File: src/rtl/fnd_scan_ctrl.sv
// Multiplexed N-digit 7-segment scan controller with an internal prescaler,
// per-digit DP and blink, leading-zero suppression, PWM brightness and
// inputs captured once per frame.
module fnd_scan_ctrl #(
    parameter int unsigned NUM_DIGITS   = 4,
    parameter int unsigned SCAN_DIV     = 100000,
    parameter int unsigned BRIGHT_W     = 3,
    parameter int unsigned BLINK_FRAMES = 50
) (
    input  logic                      clk,
    input  logic                      rst,
    input  logic                      en,
    input  logic [4*NUM_DIGITS-1:0]   bcd_data,
    input  logic [NUM_DIGITS-1:0]     dp_mask,
    input  logic [NUM_DIGITS-1:0]     blink_mask,
    input  logic                      lz_blank,
    input  logic [BRIGHT_W-1:0]       brightness,
    output logic [NUM_DIGITS-1:0]     an,
    output logic [6:0]                seg,
    output logic                      dp,
    output logic                      frame_start
);

    localparam int unsigned PC_W   = $clog2(SCAN_DIV);
    localparam int unsigned SEL_W  = $clog2(NUM_DIGITS);
    localparam int unsigned BC_W   = (BLINK_FRAMES > 1) ? $clog2(BLINK_FRAMES) : 1;
    localparam int unsigned THR_W  = PC_W + 1;
    localparam int unsigned PROD_W = THR_W + BRIGHT_W;
    localparam int unsigned BCD_W  = 4 * NUM_DIGITS;

    logic [PC_W-1:0]       pc, pc_nxt;
    logic [SEL_W-1:0]      sel, sel_nxt;
    logic [BC_W-1:0]       blink_cnt, blink_cnt_nxt;
    logic                  blink_ph, blink_ph_nxt;
    logic [BCD_W-1:0]      snap_bcd, snap_bcd_nxt;
    logic [NUM_DIGITS-1:0] snap_dp, snap_dp_nxt;
    logic [NUM_DIGITS-1:0] snap_blink, snap_blink_nxt;
    logic                  snap_lz, snap_lz_nxt;
    logic [THR_W-1:0]      thr, thr_nxt;
    logic [NUM_DIGITS-1:0] an_nxt;
    logic [6:0]            seg_nxt;
    logic                  dp_nxt;
    logic                  frame_start_nxt;

    logic [PROD_W-1:0]     duty_prod;
    logic [NUM_DIGITS-1:0] lz_dark;
    logic [3:0]            cur_nib;
    logic                  cur_dp;
    logic                  cur_blink;
    logic                  cur_lz;

    // Active-low {g,f,e,d,c,b,a} pattern for a BCD nibble; non-decimal codes stay dark.
    function automatic logic [6:0] seg_decode(input logic [3:0] d);
        case (d)
            4'd0:    seg_decode = 7'b1000000;
            4'd1:    seg_decode = 7'b1111001;
            4'd2:    seg_decode = 7'b0100100;
            4'd3:    seg_decode = 7'b0110000;
            4'd4:    seg_decode = 7'b0011001;
            4'd5:    seg_decode = 7'b0010010;
            4'd6:    seg_decode = 7'b0000010;
            4'd7:    seg_decode = 7'b1111000;
            4'd8:    seg_decode = 7'b0000000;
            4'd9:    seg_decode = 7'b0010000;
            default: seg_decode = 7'h7F;
        endcase
    endfunction

    // On-time threshold for the PWM window inside one digit slot.
    assign duty_prod = (PROD_W'(brightness) + PROD_W'(1)) * PROD_W'(SCAN_DIV);

    // Leading-zero mask: digits above the first nonzero nibble, never digit 0.
    always_comb begin : lz_scan
        logic lead;
        lead    = 1'b1;
        lz_dark = '0;
        for (int k = NUM_DIGITS - 1; k >= 0; k--) begin
            lead       = lead && (snap_bcd[4*k +: 4] == 4'd0);
            lz_dark[k] = snap_lz && lead && (k != 0);
        end
    end

    // Per-digit attributes of the currently selected slot.
    always_comb begin
        cur_nib   = 4'd0;
        cur_dp    = 1'b0;
        cur_blink = 1'b0;
        cur_lz    = 1'b0;
        for (int k = 0; k < NUM_DIGITS; k++) begin
            if (sel == SEL_W'(k)) begin
                cur_nib   = snap_bcd[4*k +: 4];
                cur_dp    = snap_dp[k];
                cur_blink = snap_blink[k];
                cur_lz    = lz_dark[k];
            end
        end
    end

    // Next-state: scan counters, frame snapshot, blink timing and output drive.
    always_comb begin
        pc_nxt          = pc;
        sel_nxt         = sel;
        blink_cnt_nxt   = blink_cnt;
        blink_ph_nxt    = blink_ph;
        snap_bcd_nxt    = snap_bcd;
        snap_dp_nxt     = snap_dp;
        snap_blink_nxt  = snap_blink;
        snap_lz_nxt     = snap_lz;
        thr_nxt         = thr;
        an_nxt          = '1;
        seg_nxt         = 7'h7F;
        dp_nxt          = 1'b1;
        frame_start_nxt = 1'b0;

        if (!en) begin
            pc_nxt        = '0;
            sel_nxt       = '0;
            blink_cnt_nxt = '0;
        end else begin
            if (pc == PC_W'(SCAN_DIV - 1)) begin
                pc_nxt  = '0;
                sel_nxt = (sel == SEL_W'(NUM_DIGITS - 1)) ? '0 : sel + SEL_W'(1);
            end else begin
                pc_nxt = pc + PC_W'(1);
            end

            if (pc == '0) begin
                thr_nxt = THR_W'(duty_prod >> BRIGHT_W);
            end

            if (pc == '0 && sel == '0) begin
                snap_bcd_nxt    = bcd_data;
                snap_dp_nxt     = dp_mask;
                snap_blink_nxt  = blink_mask;
                snap_lz_nxt     = lz_blank;
                frame_start_nxt = 1'b1;
                if (blink_cnt == BC_W'(BLINK_FRAMES - 1)) begin
                    blink_cnt_nxt = '0;
                    blink_ph_nxt  = ~blink_ph;
                end else begin
                    blink_cnt_nxt = blink_cnt + BC_W'(1);
                end
            end

            // Dead cycle at pc = 0, PWM window, and blink-off digits stay dark.
            if (pc != '0 && THR_W'(pc) < thr && !(blink_ph && cur_blink)) begin
                for (int k = 0; k < NUM_DIGITS; k++) begin
                    if (sel == SEL_W'(k)) begin
                        an_nxt[k] = 1'b0;
                    end
                end
                seg_nxt = cur_lz ? 7'h7F : seg_decode(cur_nib);
                dp_nxt  = ~cur_dp;
            end
        end
    end

    // State and output registers.
    always_ff @(posedge clk or posedge rst) begin
        if (rst) begin
            pc          <= '0;
            sel         <= '0;
            blink_cnt   <= '0;
            blink_ph    <= 1'b0;
            snap_bcd    <= '0;
            snap_dp     <= '0;
            snap_blink  <= '0;
            snap_lz     <= 1'b0;
            thr         <= '0;
            an          <= '1;
            seg         <= 7'h7F;
            dp          <= 1'b1;
            frame_start <= 1'b0;
        end else begin
            pc          <= pc_nxt;
            sel         <= sel_nxt;
            blink_cnt   <= blink_cnt_nxt;
            blink_ph    <= blink_ph_nxt;
            snap_bcd    <= snap_bcd_nxt;
            snap_dp     <= snap_dp_nxt;
            snap_blink  <= snap_blink_nxt;
            snap_lz     <= snap_lz_nxt;
            thr         <= thr_nxt;
            an          <= an_nxt;
            seg         <= seg_nxt;
            dp          <= dp_nxt;
            frame_start <= frame_start_nxt;
        end
    end

endmodule

File: config.mk
export PLATFORM = sky130hd
export DESIGN_NAME = fnd_scan_ctrl
export DESIGN_NICKNAME = d
export VERILOG_FILES = /design/src/rtl/fnd_scan_ctrl.sv
export SDC_FILE = /design/constraint.sdc
export NUM_CORES = 1
export LEC_CHECK = 0
export CAP_MARGIN = 20
export CELL_PAD_IN_SITES_DETAIL_PLACEMENT = 1
export CELL_PAD_IN_SITES_GLOBAL_PLACEMENT = 1
export CORE_AREA = 2 2 106 108
export CTS_CLUSTER_SIZE = 30
export DETAILED_ROUTE_END_ITERATION = 10
export DIE_AREA = 0 0 108 110
export PLACE_DENSITY = 0.88
export SYNTH_ARGS = -nofsm -noshare
export SYNTH_HDL_FRONTEND = slang
export SYNTH_SLANG_ARGS = --single-unit
File: constraint.sdc
create_clock -name clk -period 3.4 [get_ports clk]
set_input_delay 0.51 -clock clk [delete_from_list [all_inputs] [get_ports clk]]
set_output_delay 0.51 -clock clk [all_outputs]
set_load 0.03 [all_outputs]
; ---- Word-level counts from Yosys, hierarchy flattened
; Memory sizes are Yosys's and may differ from the RTL's.
; Index checks and enable logic that the tools add are counted.
[word_totals]
reg_bits = 80
latch_bits = 0
mem_bits_rw = 0
rom_bits = 112
in_bits = 31
out_inout_bits = 13
elab_cells = 84
memories = 1
[memory_table]
columns = memory, words, word_bits, rd, rd_clocked_by_memory_dff, wr, line_no
row1 = (name not given), 16, 7, 1, 0, 0, 54  ; case (d)
[classes]
addsub = 4
mul = 1
div = 0
magnitude_cmp = 1
eq_ne = 7
shift = 0
muxes = 36
bitwise = 2
reduce_logical = 19
[ops]
columns = cell, count
row1 = $mux 17, 2
row2 = $mux 4, 6
row3 = $mux 7, 3
row4 = $mux 1, 19
row5 = $lt 17x18->1, 1
row6 = $mux 6, 3
row7 = $add 17x1->17 const B, 1
row8 = $eq 17x17->1 const B, 1
row9 = $logic_not 17->1, 1
row10 = $reduce_bool 17->1, 1
row11 = $mul 4x12->16 const B, 1
row12 = $logic_not 4->1, 3
row13 = $logic_and 1x1->1, 9
row14 = $add 6x1->6 const B, 1
row15 = $eq 6x6->1 const B, 1
row16 = $mux 2, 3
row17 = $add 3x1->4 const B, 1
row18 = $eq 2x2->1 const B, 2
row19 = $ne 2x1->1 const B, 2
row20 = $reduce_and 2->1, 2
row21 = $reduce_and 3->1, 1
row22 = $add 2x1->2 const B, 1
row23 = $eq 2x1->1 const B, 1
row24 = $logic_not 2->1, 1
row25 = 2 further kinds, 3

; ---- Depth between registers and ports, before layout
; Gate-level depths: netlist of the first run.
[depth]
depth_word = 10
ltp_mapped = 14
depth_no_buf = 12

; ---- Least setup slack after synthesis of the first run
; OpenSTA, ideal clock, no wires.
[synth_timing]
path_type = in2reg
startpoint = input brightness[0]
endpoint = register thr[11]
setup_time_ps = 135
t_arrival_ps = 3040
required_time_ps = 3265
setup_slack_ps = 225
cell_stages = 13
path_buffers = 2
cell_sequence = buf_2 -> inv_1 -> ha_1 -> clkbuf_1 -> xor2_1 -> ha_1 -> ha_1 -> a21oi_1 -> o21ai_0 -> maj3_1 -> a21oi_1 -> xnor2_1 -> o21ai_0
[synth_between]
elab_chain_cells = 2
[synth_rtl]
columns = item, line_no
row1 = start: declaration, 17  ; input logic [BRIGHT_W-1:0] brightness,
row2 = $add 3x1->4, 70  ; assign duty_prod = (PROD_W'(brightness) + PROD_W'(1)) * PROD_W'(SCAN_DIV);
row3 = $mul 4x12->16, 70
row4 = end signal: assignment, 183  ; thr <= thr_nxt;
row5 = end: declaration, 39  ; logic [THR_W-1:0] thr, thr_nxt;
; No other way between the ends.
; A chain may end at the register's enable or synchronous reset.

; ---- Final worst setup path of the first run
[layout_timing]
startpoint = input brightness[0]
endpoint = register thr[16]
; Same word-level chain as after synthesis.

==> impl_results.md, run 1 <==
- Register cell area after layout: 2020 µm²
- Unique cell type count in the Yosys netlist: 49
- VDD IR-drop max: 310 µV
- Routability cong.: 0.830
- Delay-heaviest family, CP: buffers and inverters
- Grt ovf: 0
- Psw: 0.926 mW
- Layout Utilization: 52.2%
- Worst Setup Start Kind: input port
- Internal Power: 1.75 mW
- 1st-iter DRT viols: 103
- Hold WS: 489 ps
- Syn Area/Cell: 9.94 µm²
- Clk sink count: 80
- Nets: 601
- Slew HR: 55.0%
- Area growth syn-to-layout: 18.0%
- CTS H-tree lvls: 3
- DIE HEIGHT: 110 µm
- DR pass1 iterations: 4
- Gr busiest metal: met2
- First-pass GRT wire length: 20.6 mm
- Layout cells sized above 1: 14.8%
- Die ar.: 11,900 µm²
- Clk buf depth: 2
- Seq cells post-synth: 80
- Sequential element share of the synthesized area: 42.6%
- CP Cell Sequence: clkdlybuf4s50_1 -> inv_1 -> ha_1 -> buf_4 -> nor2b_1 -> ha_1 -> buf_4 -> o211ai_1 -> a211oi_1 -> a22oi_1 -> o21ai_1 -> mux2i_1 -> nand2_1
- Worst Setup End Kind: flip-flop
- Reg clk slew, reported paths: 80 ps
- Worst Path Arrival: 3450 ps
- Initial antenna violation count: 0
- Syn Inst Count: 476
- CP bufs+invs: 4
- Synth warnings: 0
- CTS tree: done
- Fin crit share: 94.0%
- Routed length per instance: 18.6 µm
- Clk Latency, worst-skew pair: 380 ps
- Clock Power Share: 24.4%
- Crit path kind: input port to flip-flop
- Antenna diodes: 0
- Post-route ant nets: 0
- DRT Wirelength: 12.5 mm
- Chip width: 108 µm
- Top_reg_cell synth: dfrtp_1
- Hold WC Path Type: flip-flop to flip-flop
- Sw Share: 34.6%
- Asr flop ratio synth: 100%
- Crit path largest cell delay: 510 ps
- Num rows: 38
- Leakage: 2.54 nW
- Setup-failing EPs final: 0
- Core area: 10,700 µm²
- Met3 Usage GRT: 4.47%
- Post-synth EDFFs: 0
- TritonCTS buffer count: 9
- Net Count, Synth: 547
- Worst Max-Slew Pin Slew: 675 ps
- Met2 Usage GRT: 41.8%
- Critical path's slowest cell: clkdlybuf4s50_1
- Via density: 5.47
- IO Pins: 44
- Max Cap Violations: 0
- Final setup skew: 19.1 ps
- WP data required: 3660 ps
- Largest net degree at the start of global routing: 81
- Post-DP HPWL: 9.25 mm
- Root Driver: clkbuf_8
- Gate power share: 30.0%
- PortBufs: 43
- Fillers: 1,189
- Slew Limit Fails: 0
- Mapped cell area: 4730 µm²
- Outcome: finished clean
- Drt drc: 0
- Hold Buf Count CTS: 0
- Starting Density: 44.2%
- GRT Resource Usage Total: 22.7%
- Vias in the first global route: 4,084
- Achievable frequency: 313 MHz
- M1 GR Usage: 25.4%
- Crit path time final: 3200 ps
- Multi-input gate area: 2500 µm²
- Final hold vios: 0
- Total number of vias: 3,693
- Crit path max fanout: 8
- Pwr per Cell Area: 479 nW/µm²
- Sequential power share: 45.6%
cell usage in the layout, fill, tap and decap left out, drive strengths merged, types with 6 or more instances in the layout:
cell type and n:
a211oi 6, a21oi 27, and3 7, buf 18, clkbuf 9, clkdlybuf4s50 43, dfrtp 68, dfstp 12
ha 40, inv 35, mux2 25, nand2 52, nand3 13, nand4 7, nor2 31, nor3 10
o21ai 38, xnor2 14, xor2 18
per-stage QoR:
step           total power, mW  instance area, µm²  TNS, ps  std cells  setup WS, ps
4_1_cts                   2.69                5570        0        675           178
5_1_grt                   2.83                5580    -47.0        675         -47.0
3_5_place_dp              2.01                5390     -445        659          -203
6_report                  2.68                5580        0        675           203
2_1_floorplan             1.73                4730        0        476           225
3_3_place_gp              1.94                5390        0        659          65.3
cell type report:
type                    instances  share of cell area [%]
multi-input cells             343                    44.7
flip-flops and latches         80                    36.1
repair buffers                 61                    10.4
well taps                     140                    3.14
inverters                      35                    2.35
clock buffers                   9                    2.22
clock inverters                 7                    1.05
metal layers:
| metal | vias up | wire length (µm) |
|---|---|---|
| li1 | 1752 | - |
| met2 | 66 | 6660 |
| met5 | - | 0 |
| met4 | 0 | 315 |
| met1 | 1846 | 5160 |
| met3 | 29 | 390 |
tightest hold or removal path: cells and delay by family, from the launching register on:
kind | cells | cell delay, ps
flip-flops | 1 | 350
AND/OR/NAND/NOR | 1 | 50
AO/OA/AOI/OAI | 1 | 60
power by group through the flow:
stage	Combinational (mW)	Clock, mW	Sequential [mW]
after floorplan	0.494	0	1.24
after global placement	0.719	0	1.22
after detailed placement	0.779	0	1.23
after CTS	0.801	0.665	1.22
after global routing	0.887	0.707	1.24
final	0.802	0.653	1.22
final timing paths:
check | from | to | slack (ps) | depth (start not counted)
worst min-delay path | thr[4] | thr[4] | 490 | 2
worst max register to register | sel[0] | seg[3] | 800 | 9
worst min register to register | thr[4] | thr[4] | 490 | 2
max in group asynchronous | rst | dp | 2500 | 3
worst max-delay path | brightness[0] | thr[16] | 200 | 13
min in group asynchronous | rst | blink_cnt[3] | 520 | 3
synthesized netlist by cell type, types with 3 or more instances:
master	n	area, µm²
a21o_1	3	22.5
a211oi_1	6	45.0
inv_1	35	131
and4_1	5	43.8
a22o_1	3	26.3
xor2_1	18	158
and3_1	7	43.8
o21ai_1	3	15.0
nor4_1	4	25.0
and2_1	4	25.0
mux2i_1	5	50.1
mux2_4	18	270
a21oi_1	27	135
dfstp_2	12	315
o21ai_0	35	175
o211ai_1	3	22.5
mux2_2	7	78.8
a22oi_1	4	30.0
clkbuf_1	9	33.8
nand4_1	6	37.5
nor3_1	8	40.0
nor2_1	31	116
nor2b_1	3	18.8
nand4b_1	4	35.0
dfrtp_1	68	1700
ha_1	40	500
nand2_1	52	195
nand3_1	12	60.1
xnor2_1	13	114
buf_2	5	25.0
cell families after synthesis:
kind of cell             Yosys count  share of synthesized area (%)
AO/OA/AOI/OAI                     92                           11.3
XOR/XNOR                          32                           6.08
adder cells (fa/ha/maj)           41                           10.8
buffers and inverters             53                           4.73
flip-flops                        80                           42.6
multiplexers                      30                           8.44
AND/OR/NAND/NOR                  148                           16.0
flip-flops by register name, summed over array words and instances, names as in the netlist, 2 cells and up:
| signal | count |
|---|---|
| sel | 2 |
| pc | 17 |
| snap_blink | 4 |
| an | 4 |
| blink_cnt | 6 |
| snap_bcd | 16 |
| seg | 7 |
| thr | 16 |
| snap_dp | 4 |
repair_timing:
| item | 4_1_cts | 5_1_grt |
|---|---|---|
| gates resized for setup | 0 | 2 |
| setup buffers | 0 | 0 |
| endpoints found under the setup margin | 0 | 2 |
Note: power is estimated with default switching activity, not from simulation.
==> inputs of run 2 (changes only) <==
GPL_TIMING_DRIVEN = 0   (was default)
==> run 2 against run 1 <==
Sequential power about the same. Total power fell by 1.9%. Worst setup slack got worse by 93 ps. Clock power fell by 2%. Flip-flop and latch count did not move. Clock-buffer cell count increased by 2. Final cell count is 0.44% higher. Register-to-register slack lost 80 ps. Fmax down 2.8%. Critical path type unchanged. Clock skew decreased by 9.6 ps.
==> impl_results.md, run 2 (synthesized netlist as in run 1, its figures left out) <==
- Outcome: finished clean
- Crit path max fanout: 8 (unchanged)
- Pwr Total: 2.63 mW (-1.9%)
- Most frequent cells in the layout: 68 x dfrtp_1, 52 x nand2_1, 43 x clkdlybuf4s50_1
- Final hold vios: 0 (unchanged)
- Commonest non-fill, non-tap cell in the layout: dfrtp_1
- Antenna diodes: 0 (unchanged)
- CP startpoint: brightness[0]
- Largest net degree at the start of global routing: 66 (-19%)
- Core area: 10,700 µm² (unchanged)
- Via density: 5.48 (+0.20%)
- Post-DP HPWL: 9.34 mm (+0.94%)
- Routed length per instance: 18.1 µm (-2.6%)
- Clk buf depth: 2 (unchanged)
- Crit path kind: input port to flip-flop
- FF-to-FF End: seg[5]
- Area growth syn-to-layout: 18.5%
- Worst Setup Start Kind: input port
- Setup-failing EPs final: 0 (unchanged)
- Largest regs: pc x17, snap_bcd x16, thr x16
- First-pass GRT wire length: 20.3 mm (-1.4%)
- Top reg by flops: pc
- Post-route ant nets: 0 (unchanged)
- Final setup skew: 9.49 ps (-9.59 ps)
- PortBufs: 43 (unchanged)
- Crit path capture: thr[11]
- RSZ-0062 raised after global routing: yes
- Crit path time final: 3290 ps (+93.1 ps)
- IO Pins: 44 (unchanged)
- FF-to-FF Start: sel[0]
- Routability cong.: 0.845 (+1.9%)
- GRT Resource Usage Total: 22.2% (-0.46 points)
- Layout cells sized above 1: 14.5% (-0.27 points)
- Clk Latency, worst-skew pair: 370 ps (about the same)
- Placed Area: 5370 µm² (-0.46%)
- Worst Path Arrival: 3520 ps (+70 ps)
- Hold Buf Count CTS: 0 (unchanged)
- Slew Limit Fails: 0 (unchanged)
- Num rows: 38 (unchanged)
- Chip width: 108 µm (unchanged)
- Reg clk slew, reported paths: 80 ps (about the same)
- Root Driver: clkbuf_8
- Hold WC Path Type: input port to asynchronous set/reset pin
- Final instance area: 5610 µm² (+0.43%)
- Setup TNS: 0 ps (unchanged)
- Starting Density: 44.2% (unchanged)
- Grt ovf: 0 (unchanged)
- Fin crit share: 96.8% (+2.7 points)
- Achievable frequency: 304 MHz (-2.8%)
- Max Cap Violations: 0 (unchanged)
- Worst Setup End Kind: flip-flop
- DR pass1 iterations: 4 (unchanged)
- Leakage: 2.52 nW (-0.87%)
- DRT Wirelength: 12.3 mm (-2.2%)
- CTS H-tree lvls: 3 (unchanged)
- CTS tree: done
- Vias in the first global route: 4,189 (+2.6%)
- VDD IR-drop max: 190 µV (-39%)
- Worst Max-Slew Pin Slew: 597 ps (-77.7 ps)
- 1st-iter DRT viols: 172 (+67%)
- Die ar.: 11,900 µm² (unchanged)
- Reg2reg path depth: 10 (+1)
- WP data required: 3630 ps (-30 ps)
- Slew HR: 60.2% (+5.2 points)
- Drt drc: 0 (unchanged)
- Pwr per Cell Area: 468 nW/µm² (-2.3%)
- Nets: 604 (+0.50%)
- Max reg flops: 17 (unchanged)
- Clk sink count: 80 (unchanged)
- TritonCTS buffer count: 9 (unchanged)
- Total number of vias: 3,717 (+0.65%)
- Worst R2R Setup Slack: 720 ps (-80 ps)
- Initial antenna violation count: 0 (unchanged)
- DIE HEIGHT: 110 µm (unchanged)
run 2: cell types whose count changed in the layout (fill, tap and decap cells not counted), moves of 2 or more:
| cell | delta |
|---|---|
| clkinv_2 | +2 |
| buf_4 | -12 |
| buf_2 | +4 |
| ha_1 | -2 |
| clkbuf_1 | +9 |
| clkinv_4 | -4 |
| buf_6 | +2 |
run 2: worst min path at each step:
stage	startpoint	to	cells past startpoint	slack (ps)
after floorplan	blink_ph	blink_ph	1	450
after global placement	blink_ph	blink_ph	1	470
after detailed placement	thr[10]	thr[10]	2	470
after CTS	rst	snap_bcd[11]	2	410
after global routing	rst	snap_bcd[6]	2	420
final	rst	snap_bcd[4]	2	420
run 2: worst max-delay path, cell delays in order:
cell	delay (ps)
clkdlybuf4s50_1	490
buf_4	180
clkinvlp_4	140
ha_4	350
xor2_2	180
ha_1	260
ha_1	350
a21oi_1	160
o21ai_1	120
maj3_1	390
a21oi_2	170
xnor2_1	130
o21ai_0	90
run 2: layout make-up:
cell class / instances / area [µm²]
multi-input cells: 343 / 2530
repair buffers: 47 / 480
clock buffers: 11 / 141
plain buffers: 17 / 91.3
flip-flops and latches: 80 / 2020
well taps: 140 / 175
fillers: 1214 / 5090
clock inverters: 5 / 33.8
inverters: 35 / 138
run 2: what timing repair did:
item | CTS | global route
buffers inserted | 0 | 3
gates resized for setup | 4 | 8
pin swaps | 0 | 2
endpoints found under the setup margin | 5 | 3
gates cloned | 0 | 0
run 2: stage by stage:
stage	hold WS (ps)	setup WS, ps	utilization, %	instances
4_1_cts	409	-17.4	52.0	675
2_1_floorplan	445	225	-	476
6_report	422	109	52.4	678
3_5_place_dp	473	-792	50.2	660
5_1_grt	424	-88.8	52.4	678
3_3_place_gp	467	-656	49.9	659
run 2: power by group:
part	switching (mW)	internal [mW]	leakage (nW)
clock	0.359	0.284	0.0853
sequential	0.0986	1.12	0.993
combinational	0.416	0.350	1.44
total	0.874	1.75	2.52
run 2: per-layer routing:
layer	vias to the layer above	GRT usage (%)	part of all wire, %
li1	1765	-	-
met1	1863	24.1	41
met2	67	42.6	54
met3	22	4.00	3.0
met4	0	8.88	2.1
met5	-	0	0
